File: src/rtl/trigger_ctrl.sv
// trigger_ctrl: scope acquisition sequencer (circular capture, trigger, post count, snapshot handoff).
// Optional hysteresis-qualified trigger when TRIG_HYST_EN is defined.
module trigger_ctrl #(
  parameter int DW      = 12,
  parameter int AW      = 9,
  parameter int PRE     = 256,
  parameter int AUTO_TO = 100000,
  parameter int HYST    = 16
) (
  input  logic          clk,
  input  logic          rst,
  input  logic          arm,
  input  logic [1:0]    mode,
  input  logic          slope,
  input  logic [DW-1:0] level,
  input  logic          s_valid,
  input  logic [DW-1:0] s_data,
  output logic          wr_en,
  output logic [AW-1:0] wr_addr,
  output logic [DW-1:0] wr_data,
  output logic          read,
  input  logic          ready,
  output logic [AW-1:0] win_start,
  output logic          triggered,
  output logic          forced,
  output logic [2:0]    state_o
);
  typedef enum logic [2:0] {IDLE, PREFILL, ARMED, POST, REQ, WAIT_BUSY, WAIT_DONE, STOP} state_t;
  localparam logic [11:0]   PRE_L  = 12'(PRE - 1);
  localparam logic [11:0]   POST_L = 12'(2**AW - PRE - 2);
  localparam logic [19:0]   TO_MAX = 20'(AUTO_TO);
  localparam logic [AW-1:0] PRE_A  = AW'(PRE);
  state_t state_q, state_d;
  logic [11:0] cnt_q, cnt_d;
  logic [19:0] to_q, to_d;
  logic [AW-1:0] addr_q, wr_addr_q, win_q, win_d;
  logic [DW-1:0] prev_q, wr_data_q;
  logic wr_en_q, trig_q, trig_d, forced_q, forced_d;
  logic capt, acc, rise, fall, hit, force_now, fire, rearm;
  assign capt = state_q inside {PREFILL, ARMED, POST};
  assign acc  = capt && arm && s_valid;
  assign rise = prev_q < level && s_data >= level;
  assign fall = prev_q > level && s_data <= level;
`ifdef TRIG_HYST_EN
  localparam logic [DW-1:0] HY = DW'(HYST);
  logic hy_q;
  logic [DW-1:0] lo, hi;
  assign lo  = level > HY ? level - HY : '0;
  assign hi  = level > {DW{1'b1}} - HY ? {DW{1'b1}} : level + HY;
  assign hit = hy_q && (slope ? fall : rise);
  // Band-exit flag: set once the signal leaves the far side of the band, cleared on trigger or re-arm.
  always_ff @(posedge clk or posedge rst)
    if (rst) hy_q <= 1'b0;
    else if (rearm || fire) hy_q <= 1'b0;
    else if (acc && state_q inside {PREFILL, ARMED}) hy_q <= hy_q | (slope ? s_data > hi : s_data < lo);
`else
  logic unused_hyst;
  assign unused_hyst = (HYST != 0) | rearm;
  assign hit = slope ? fall : rise;
`endif
  assign force_now = mode == 2'd0 && to_q == TO_MAX;
  assign fire      = acc && state_q == ARMED && (hit || force_now);
  always_comb begin
    state_d  = state_q;
    cnt_d    = cnt_q;
    to_d     = to_q;
    trig_d   = trig_q;
    forced_d = forced_q;
    win_d    = win_q;
    case (state_q)
      IDLE:      state_d = arm ? PREFILL : IDLE;
      PREFILL:   if (!arm) state_d = IDLE;
                 else if (acc) begin
                   state_d = cnt_q == PRE_L ? ARMED : PREFILL;
                   cnt_d   = cnt_q == PRE_L ? '0 : cnt_q + 1'b1;
                 end
      ARMED:     if (!arm) state_d = IDLE;
                 else if (fire) begin
                   state_d  = POST;
                   cnt_d    = '0;
                   trig_d   = 1'b1;
                   forced_d = !hit;
                   win_d    = addr_q - PRE_A;
                 end else if (acc && to_q != TO_MAX) to_d = to_q + 1'b1;
      POST:      if (!arm) state_d = IDLE;
                 else if (acc) begin
                   state_d = cnt_q == POST_L ? REQ : POST;
                   cnt_d   = cnt_q + 1'b1;
                 end
      REQ:       begin
                   state_d = WAIT_BUSY;
                   cnt_d   = '0;
                 end
      WAIT_BUSY: if (!ready) state_d = WAIT_DONE;
                 else if (cnt_q == 12'hfff) state_d = REQ;
                 else cnt_d = cnt_q + 1'b1;
      WAIT_DONE: if (ready) state_d = !arm ? IDLE : mode == 2'd2 ? STOP : PREFILL;
      STOP:      state_d = arm ? STOP : IDLE;
      default:   state_d = IDLE;
    endcase
    rearm = state_d == PREFILL && state_q != PREFILL;
    if (rearm) begin
      cnt_d    = '0;
      to_d     = '0;
      trig_d   = 1'b0;
      forced_d = 1'b0;
    end
  end
  always_ff @(posedge clk or posedge rst)
    if (rst) begin
      state_q   <= IDLE;
      cnt_q     <= '0;
      to_q      <= '0;
      trig_q    <= 1'b0;
      forced_q  <= 1'b0;
      win_q     <= '0;
      addr_q    <= '0;
      wr_addr_q <= '0;
      wr_data_q <= '0;
      wr_en_q   <= 1'b0;
      prev_q    <= '0;
    end else begin
      state_q  <= state_d;
      cnt_q    <= cnt_d;
      to_q     <= to_d;
      trig_q   <= trig_d;
      forced_q <= forced_d;
      win_q    <= win_d;
      wr_en_q  <= acc;
      if (acc) begin
        wr_addr_q <= addr_q;
        addr_q    <= addr_q + 1'b1;
        wr_data_q <= s_data;
        prev_q    <= s_data;
      end
    end
  assign wr_en     = wr_en_q;
  assign wr_addr   = wr_addr_q;
  assign wr_data   = wr_data_q;
  assign read      = state_q == REQ;
  assign win_start = win_q;
  assign triggered = trig_q;
  assign forced    = forced_q;
  assign state_o   = state_q;
endmodule
File: config.mk
export PLATFORM = sky130hd
export DESIGN_NAME = trigger_ctrl
export DESIGN_NICKNAME = d
export VERILOG_FILES = /design/src/rtl/trigger_ctrl.sv
export SDC_FILE = /design/constraint.sdc
export NUM_CORES = 1
export LEC_CHECK = 0
export CAP_MARGIN = 20
export CORE_UTILIZATION = 35
export CTS_CLUSTER_DIAMETER = 50
export DETAILED_ROUTE_END_ITERATION = 10
export GPL_ROUTABILITY_DRIVEN = 0
export GPL_TIMING_DRIVEN = 0
export SLEW_MARGIN = 20
export SYNTH_ARGS = -nofsm -noshare
export SYNTH_HDL_FRONTEND = slang
export SYNTH_SLANG_ARGS = --single-unit
File: constraint.sdc
create_clock -name clk -period 3.8 [get_ports clk]
set_clock_uncertainty 0.2 [all_clocks]
set_input_delay 0.57 -clock clk [delete_from_list [all_inputs] [get_ports clk]]
set_output_delay 0.57 -clock clk [all_outputs]
set_load 0.03 [all_outputs]
==> Yosys cells after proc, flatten, opt, wreduce, memory -nomap -nowiden <==
Index checks and enable logic that the tools add are counted.
{ "word_totals": {"ff_bits": 77, "in_bits": 32, "out_inout_bits": 37, "wordCells": 106} }
{ "classes": {"n_addsub": 4, "n_lt_le_gt_ge": 4, "eq_ne": 24, "n_mux": 41, "n_reduce_logical": 23} }
{ "op_table": {"columns": ["operator", "count"], "rows": [
  ["$mux 12", 10],
  ["$mux 20", 5],
  ["$pmux 12 s5", 1],
  ["$mux 3", 13],
  ["$eq 12x8->1 const B", 2],
  ["$ne 3x3->1 const B", 8],
  ["$pmux 3 s8", 1],
  ["$add 20x1->20 const B", 1],
  ["$eq 20x17->1 const B", 1],
  ["$ne 20x17->1 const B", 1],
  ["$add 12x1->12 const B", 1],
  ["$eq 12x12->1 const B", 1],
  ["$eq 3x3->1 const B", 4],
  ["$ge 12x12->1", 1],
  ["$gt 12x12->1", 1],
  ["$le 12x12->1", 1],
  ["$lt 12x12->1", 1],
  ["$mux 1", 10],
  ["$add 9x1->9 const B", 1],
  ["$logic_and 1x1->1", 9],
  ["$reduce_and 9->1", 1],
  ["$sub 9x9->9 const B", 1],
  ["$reduce_bool 2->1", 4],
  ["$eq 3x1->1 const B", 2],
  ["13 further kinds", 15]
]} }

==> Longest topological paths before layout <==
Gate-level depths: netlist of run 1.
{ "logic_depth": {"ltp_word": 13, "mapped_depth": 12, "depth_no_buf": 10} }

==> Worst setup path before layout of run 1 <==
Ideal clock, no wire load.
{ "synth_timing": {"path_kind": "input to register", "start": "input level[1]", "end": "register cnt_q[3]", "setup_time_ns": 0.154, "t_arrival_ns": 3.036, "t_required_ns": 3.446, "setup_slack_ns": 0.410, "path_stages": 11, "n_path_buf": 1, "cell_sequence": "inv_1 ha_1 nor2b_1 o21ai_0 a21boi_0 a2111o_1 a211oi_1 o31ai_4 a2111oi_4 buf_6 o32ai_1"} }
{ "synth_via": {"elab_chain_cells": 12, "word_cells_on_any_way": 25, "classes_between": "order compare (4); eq/ne (9); mux (5); reduce/logical (7)"} }
{ "synth_rtl": {"columns": ["element", "line", "source"], "rows": [
  ["from (decl)", "15", "input logic [DW-1:0] level,"],
  ["$lt 12x12->1 (tied with other cells)", "42", "assign rise = prev_q < level && s_data >= level;"],
  ["$logic_and 1x1->1, on equally long branches", "42, 43", null],
  ["$mux 1 *", "59", "assign hit = slope ? fall : rise;"],
  ["$logic_or 1x1->1 *", "62", "assign fire = acc && state_q == ARMED && (hit || force_now);"],
  ["$logic_and 1x1->1 *", "62", null],
  ["$mux 3", "78", "else if (fire) begin"],
  ["$mux 3", "77", "ARMED: if (!arm) state_d = IDLE;"],
  ["$pmux 3 s8", "70", "case (state_q)"],
  ["$eq 3x1->1", "101", "rearm = state_d == PREFILL && state_q != PREFILL;"],
  ["$logic_and 1x1->1", "101", null],
  ["$ne 3x3->1 (no source line) / $reduce_bool 6->1 (equally long branches)", null, null],
  ["$reduce_and 9->1 (no source line)", null, null],
  ["to (signal assigned)", "124", "cnt_q <= cnt_d;"],
  ["to (decl)", "34", "logic [11:0] cnt_q, cnt_d;"]
]} }
Every way passes the cells marked *; elsewhere a longest branch is shown, timed or not.
A chain may end at the register's enable or synchronous reset.

==> Worst setup path in the final report of run 1 <==
{ "layout_timing": {"start": "input level[1]", "end": "register win_q[5] (netlist: win_start[5])"} }
{ "layout_via": {"elab_chain_cells": 6, "word_cells_on_any_way": 10, "classes_between": "order compare (4); mux (1); reduce/logical (5)"} }
{ "layout_rtl": {"columns": ["element", "line", "source"], "rows": [
  ["$lt 12x12->1 (tied with other cells)", "42", null],
  ["$logic_and 1x1->1, on equally long branches", "42, 43", null],
  ["$mux 1 *", "59", null],
  ["$logic_or 1x1->1 *", "62", null],
  ["$logic_and 1x1->1 *", "62", null],
  ["$reduce_and 3->1 (no source line) *", null, null],
  ["to (signal assigned)", "128", "win_q <= win_d;"],
  ["to (decl)", "36", "logic [AW-1:0] addr_q, wr_addr_q, win_q, win_d;"]
]} }
Marked as above.

==> results of run 1 <==
==> sequential cells by signal (all words and copies together) (netlist names) <==
| signal | cells |
|---|---|
| wr_en | 1 |
| state_o | 3 |
| wr_addr | 9 |
| win_start | 9 |
| addr_q | 9 |
| cnt_q | 12 |
| forced | 1 |
| triggered | 1 |
| wr_data | 12 |
| to_q | 20 |
==> Yosys cell counts, types with 3 or more instances <==
cell type   n
nor2_1     18
nor3_1      3
ha_1       29
dfrtp_1    77
xor2_1      3
nand3_1    22
and2_1      4
nand4_1    17
nor4_1      3
buf_6       4
or4_1      11
and4_1      3
xnor2_1     7
nor3b_1     3
nand2_1    30
nand2b_1    4
nor2b_1     8
a211oi_1    4
a21oi_1    39
or3_1      14
buf_1       3
clkbuf_1    8
o32ai_1     4
mux2_2     29
inv_1      25
o31ai_1    13
o21ai_0    22
==> worst paths after layout <==
path / start / endpoint / slack, ns / depth (start not counted)
max: level[1] / win_start[5] / 0.02 / 11
min: addr_q[8] / addr_q[8] / 0.29 / 1
max reg2reg: wr_data[1] / win_start[5] / 0.39 / 9
min reg2reg: addr_q[8] / addr_q[8] / 0.29 / 1
max in group asynchronous: rst / wr_data[5] / 2.43 / 3
min in group asynchronous: rst / wr_addr[8] / 0.40 / 2
==> cells by family (layout without fill, tap and decap cells) <==
logic type / Yosys count / in the layout
adders and majority gates: 29 / 29
and+or+nand+nor: 149 / 149
buffers and inverters: 41 / 128
DFF: 77 / 77
muxes: 31 / 31
xor gates and xnor gates: 10 / 10
AOI/OAI and AO/OA: 103 / 103
==> layer usage <==
| metal | part of all wire | up-vias |
|---|---|---|
| met2 | 0.47 | 61 |
| li1 | - | 1801 |
| met3 | 0.029 | 11 |
| met1 | 0.48 | 1808 |
| met4 | 0.017 | 0 |
| met5 | 0 | - |
==> cell type report <==
cell class / count / area (µm²)
fillers: 1129 / 6500
multi-input cells: 322 / 2310
flip-flops and latches: 77 / 1930
repair buffers: 71 / 723
clock buffers: 10 / 229
well taps: 168 / 210
inverters: 26 / 101
plain buffers: 15 / 87.6
clock inverters: 6 / 71.3
==> power breakdown <==
group          switching [µW]  total (µW)  internal [µW]
logic                     318         593            276
clock network             349         863            514
registers                98.1        1010            911
==> stage by stage <==
step	hold slack (ns)	setup TNS, ns	util	setup slack, ns	cells
2_1_floorplan	0.252	0	-	0.410	440
3_3_place_gp	0.269	-44.30	0.437	-0.578	676
3_5_place_dp	0.276	-20.48	0.439	-0.631	677
4_1_cts	0.288	0	0.465	0.00888	695
5_1_grt	0.313	-4.58	0.466	-0.175	695
6_report	0.285	0	0.466	0.0161	695
==> timing repair <==
action                                 in CTS  in global routing
cloned                                      0                  0
gates resized for setup                     0                  2
endpoints found under the hold margin       0                  0
setup endpoints to repair                  34                 40
pin swaps                                   1                  0
setup buffers                               2                  0
==> flow_summary.yaml, run 1 <==
floorplan:
  row_count: 40
  die-width_um: 114
  core_um2: 12200
  die_area_um2: 13100
  io_pins: 69
  initial_core_util: 0.363
  die_y_um: 114
setup_path:
  cpLargestDelayFamily: "compound AO/OA/AOI/OAI gates"
  path_cells: "clkdlybuf4s50_1 -> inv_1 -> ha_1 -> nor2b_1 -> o21ai_0 -> a21boi_0 -> a2111o_1 -> o2111a_1 -> o31ai_4 -> clkbuf_1 -> mux2_2"
  crit_path_start_kind: "input port"
  crit_arrival_ns: 3.79
  critPathBufInv: 3
  cp_max_fo: 10
  criticalPathCategory: "input port to flip-flop"
  cp_slowest_stage_delay_ns: 0.52
  end_kind: "flip-flop"
  crit_required_ns: 3.81
  slowest_stage: "clkbuf_1"
grt:
  grt_pass1_vias: 3720
  grt.busiest_layer: "met2"
  grtUsageMet2: 0.286
  grt_max_degree: 47
  gr-total-overflow: 0
  grt_usage: 0.178
  grt_pass1_wl_um: 18400
  antenna_found_initial: 0
  grtUsageMet1: 0.241
  met3_usage: 0.0328
clock_tree:
  path_clk_slew_ns: 0.06
  hold_buffers: 0
  clkSinkCount: 77
  cts-root-buf: "clkbuf_16"
  cts_tree: "yes"
  clk_latency_ns: 0.33
  cts_made_buffers: 9
  clk_path_buf_depth: 2
  cts_max_level: 3
cells_and_area:
  finalNetCount: 583
  final_layout_size_suffix_gt1_frac: 0.121
  antenna_cells: 0
  final_common_cell: "dfrtp_1"
  final_area_um2: 5660
  final_cell_mix: "dfrtp_1 (77), clkdlybuf4s50_1 (68), a21oi_1 (39), nand2_1 (30)"
  syn2layout_area_growth_pct: 28.2
pwr:
  power.density_nw_per_um2: 435
  power_uw: 2470
  vdd_drop_max_v: 0.000240
  p_leak_uw: 0.00234
sta:
  slew_headroom: 0.477
  setup-violations-final: 0
  rsz0062_at_grt: "true"
  fmax_mhz: 264
  tightest_slew_ns: 0.785
  finalCritPeriodShare: 0.996
  slew_viol_final: 0
  hold_viol_final: 0
  period_minus_slack_ns: 3.78
logic_synthesis:
  synth_area_leader_cell: "dfrtp_1"
  synth_mux_area_frac: 0.0784
  synth_compound_area_frac: 0.154
  synth_nets: 501
  yosys.area_share.simple: 0.187
  synth_fa_ha_area_frac: 0.0821
  yosys_warnings: 0
  synth_ff_type: "dfrtp_1"
  synth_top_family_by_area: "simple AND/OR/NAND/NOR gates"
  netlist_instances: 440
  synth_cell_types: 55
  synth_top_area_frac: 0.436
  ys_ff_latch: 77
  async_flop_share: 1.00
  synth_edf_count: 0
  synth-seq-area-share: 0.436
  syn_area_per_cell_um2: 10.0
  yosys.area_share.xor_xnor: 0.0198
  synth_area_um2: 4420
  synthTopCellsByArea: "dfrtp_1 (44%), ha_1 (8.2%), mux2_2 (7.4%), a21oi_1 (4.4%), nand2_1 (2.5%)"
place:
  numPortBuffers: 68
  placed_area_um2: 5340
  dpl.hpwl_um: 7900
route:
  ant_nets: 0
  vias_per_cell: 5.30
  first_iter_violations: 216
  drt-pass1-iter-count: 4
  vias: 3681
  routed_wl_um: 10700
  drc: 0
  wl_per_cell_um: 15.4
outcome:
  status: "completed"
hold_path:
  hp-class: "flip-flop to flip-flop"
run:
  cap_violations: 0
Power figures use the tool's default switching activity.
==> inputs of run 2 (changes only) <==
CTS_BUF_LIST = sky130_fd_sc_hd__clkbuf_16   (was not set)
==> run 2 against run 1 <==
Die area stayed put. Wire length hardly changed. Fmax hardly changed. Flip-flop and latch count stayed put. Register-to-register slack hardly changed. Worst setup slack hardly changed. Highest routed layer unchanged. Via count is 0.24% higher. Critical path type unchanged. Sequential share of layout area stayed put. Largest cell class unchanged. Clock power is 0.5% lower. Count of clock-buffer cells in the layout is 1 lower. Non-clock buffer count stayed put. Critical endpoint unchanged. First-iteration DRC count stayed put.
==> flow_summary.yaml, run 2 (same netlist as run 1, synthesis figures left out) <==
setup_path:
  crit_required_ns: 3.81
  slowest_stage: "clkbuf_1"
  cp_max_fo: 10
  crit_path_start_kind: "input port"
  path_cells: "clkdlybuf4s50_1 -> inv_1 -> ha_1 -> nor2b_1 -> o21ai_0 -> a21boi_0 -> a2111o_1 -> o2111a_1 -> o31ai_4 -> clkbuf_1 -> mux2_2"
  criticalPathCategory: "input port to flip-flop"
  cpLargestDelayFamily: "compound AO/OA/AOI/OAI gates"
  end_kind: "flip-flop"
  cp_slowest_stage_delay_ns: 0.52
  critPathBufInv: 3
  rr_worst_depth: 9
  cp_num_cells: 11
  crit_arrival_ns: 3.80
route:
  drc: 0
  vias: 3690
  ant_nets: 0
  drt-pass1-iter-count: 4
  wl_per_cell_um: 15.4
  first_iter_violations: 216
  routed_wl_um: 10700
  vias_per_cell: 5.31
cells_and_area:
  largest_reg_flops: 20
  antenna_cells: 0
  n_fill_cell: 1129
  final_util: 0.466
  top_register: "to_q"
  layout.cells.non_filler: 695
  final_cell_mix: "dfrtp_1 (77), clkdlybuf4s50_1 (68), a21oi_1 (39), nand2_1 (30)"
  final_common_cell: "dfrtp_1"
  finalNetCount: 583
  multiInputGateArea_um2: 2310
  seqCellArea_um2: 1930
  syn2layout_area_growth_pct: 28.2
  final_layout_size_suffix_gt1_frac: 0.121
sta:
  slew_headroom: 0.477
  rsz0062_at_grt: "true"
  tightest_slew_ns: 0.785
  setup-violations-final: 0
  fmax_mhz: 264
  hold-worst-slack_ns: 0.285
  hold_viol_final: 0
  finalCritPeriodShare: 0.996
  finalWorstSetupSlack_ns: 0.0157
  slew_viol_final: 0
  period_minus_slack_ns: 3.78
clock_tree:
  clk_path_buf_depth: 2
  cts-root-buf: "clkbuf_16"
  cts_max_level: 3
  hold_buffers: 0
  cts_made_buffers: 9
  path_clk_slew_ns: 0.06
  clkSinkCount: 77
  clk_latency_ns: 0.33
  cts_tree: "yes"
floorplan:
  die_y_um: 114
  die_area_um2: 13100
  core_um2: 12200
  row_count: 40
  io_pins: 69
  initial_core_util: 0.363
  die-width_um: 114
outcome:
  status: "completed"
grt:
  antenna_found_initial: 0
  gr-total-overflow: 0
  grt_max_degree: 47
  grt_usage: 0.178
  grt_pass1_vias: 3720
  grt_pass1_wl_um: 18400
pwr:
  power.density_nw_per_um2: 435
  vdd_drop_max_v: 0.000240
  p_leak_uw: 0.00234
run:
  cap_violations: 0
hold_path:
  hp-class: "flip-flop to flip-flop"
  hold_path_depth: 1
place:
  dp_slack_ns: -0.631
  dp.cells: 677
  numPortBuffers: 68
  dpl.hpwl_um: 7900
==> run 2: cell count changes in the layout (fill, tap and decap cells not counted), sizes merged <==
cell    change
clkbuf      -1
inv         +1
==> run 2: repair_timing <==
action | in CTS | in global routing
endpoints found under the setup margin | 34 | 40
resized for setup | 0 | 2
setup buffers | 2 | 0
pin swaps | 1 | 0
==> run 2: per-stage QoR <==
| step | power [µW] | setup TNS [ns] | cell area, µm² |
|---|---|---|---|
| floorplan | 1360 | 0 | 4420 |
| global placement | 1600 | -44.30 | 5310 |
| detailed placement | 1620 | -20.48 | 5340 |
| CTS | 2490 | 0 | 5650 |
| global route | 2610 | -4.58 | 5660 |
| finish | 2460 | 0 | 5660 |
==> run 2: worst paths after layout <==
| kind | startpoint | endpoint | slack (ns) |
|---|---|---|---|
| worst min-delay path | addr_q[8] | addr_q[8] | 0.29 |
| worst min register to register | addr_q[8] | addr_q[8] | 0.29 |
| max in group asynchronous | rst | wr_data[5] | 2.43 |
| worst max register to register | wr_data[1] | win_start[5] | 0.39 |
| min in group asynchronous | rst | wr_addr[8] | 0.41 |
| worst max-delay path | level[1] | win_start[5] | 0.02 |
==> run 2: routing by layer <==
| metal | vias up | global-route usage | part of all wire |
|---|---|---|---|
| met5 | - | 0 | 0 |
| met4 | 0 | 0.0580 | 0.017 |
| met3 | 11 | 0.0328 | 0.032 |
| met2 | 62 | 0.286 | 0.47 |
| met1 | 1816 | 0.241 | 0.48 |
| li1 | 1801 | - | - |
==> run 2: layout make-up <==
| class | instances | area share |
|---|---|---|
| Multi-Input combinational cell | 322 | 0.409 |
| Sequential cell | 77 | 0.340 |
| Timing Repair Buffer | 71 | 0.128 |
| Clock buffer | 9 | 0.0398 |
| Tap cell | 168 | 0.0371 |
| Inverter | 26 | 0.0179 |
| Buffer | 15 | 0.0155 |
| Clock inverter | 7 | 0.0133 |
==> run 2: where the power goes <==
part | switching [µW] | internal [µW] | leakage [µW] | total, µW
Sequential | 98.1 | 911 | 0.00103 | 1010
Combinational | 317 | 276 | 0.00117 | 593
Clock | 348 | 511 | 0.000143 | 859
Total | 764 | 1700 | 0.00234 | 2460
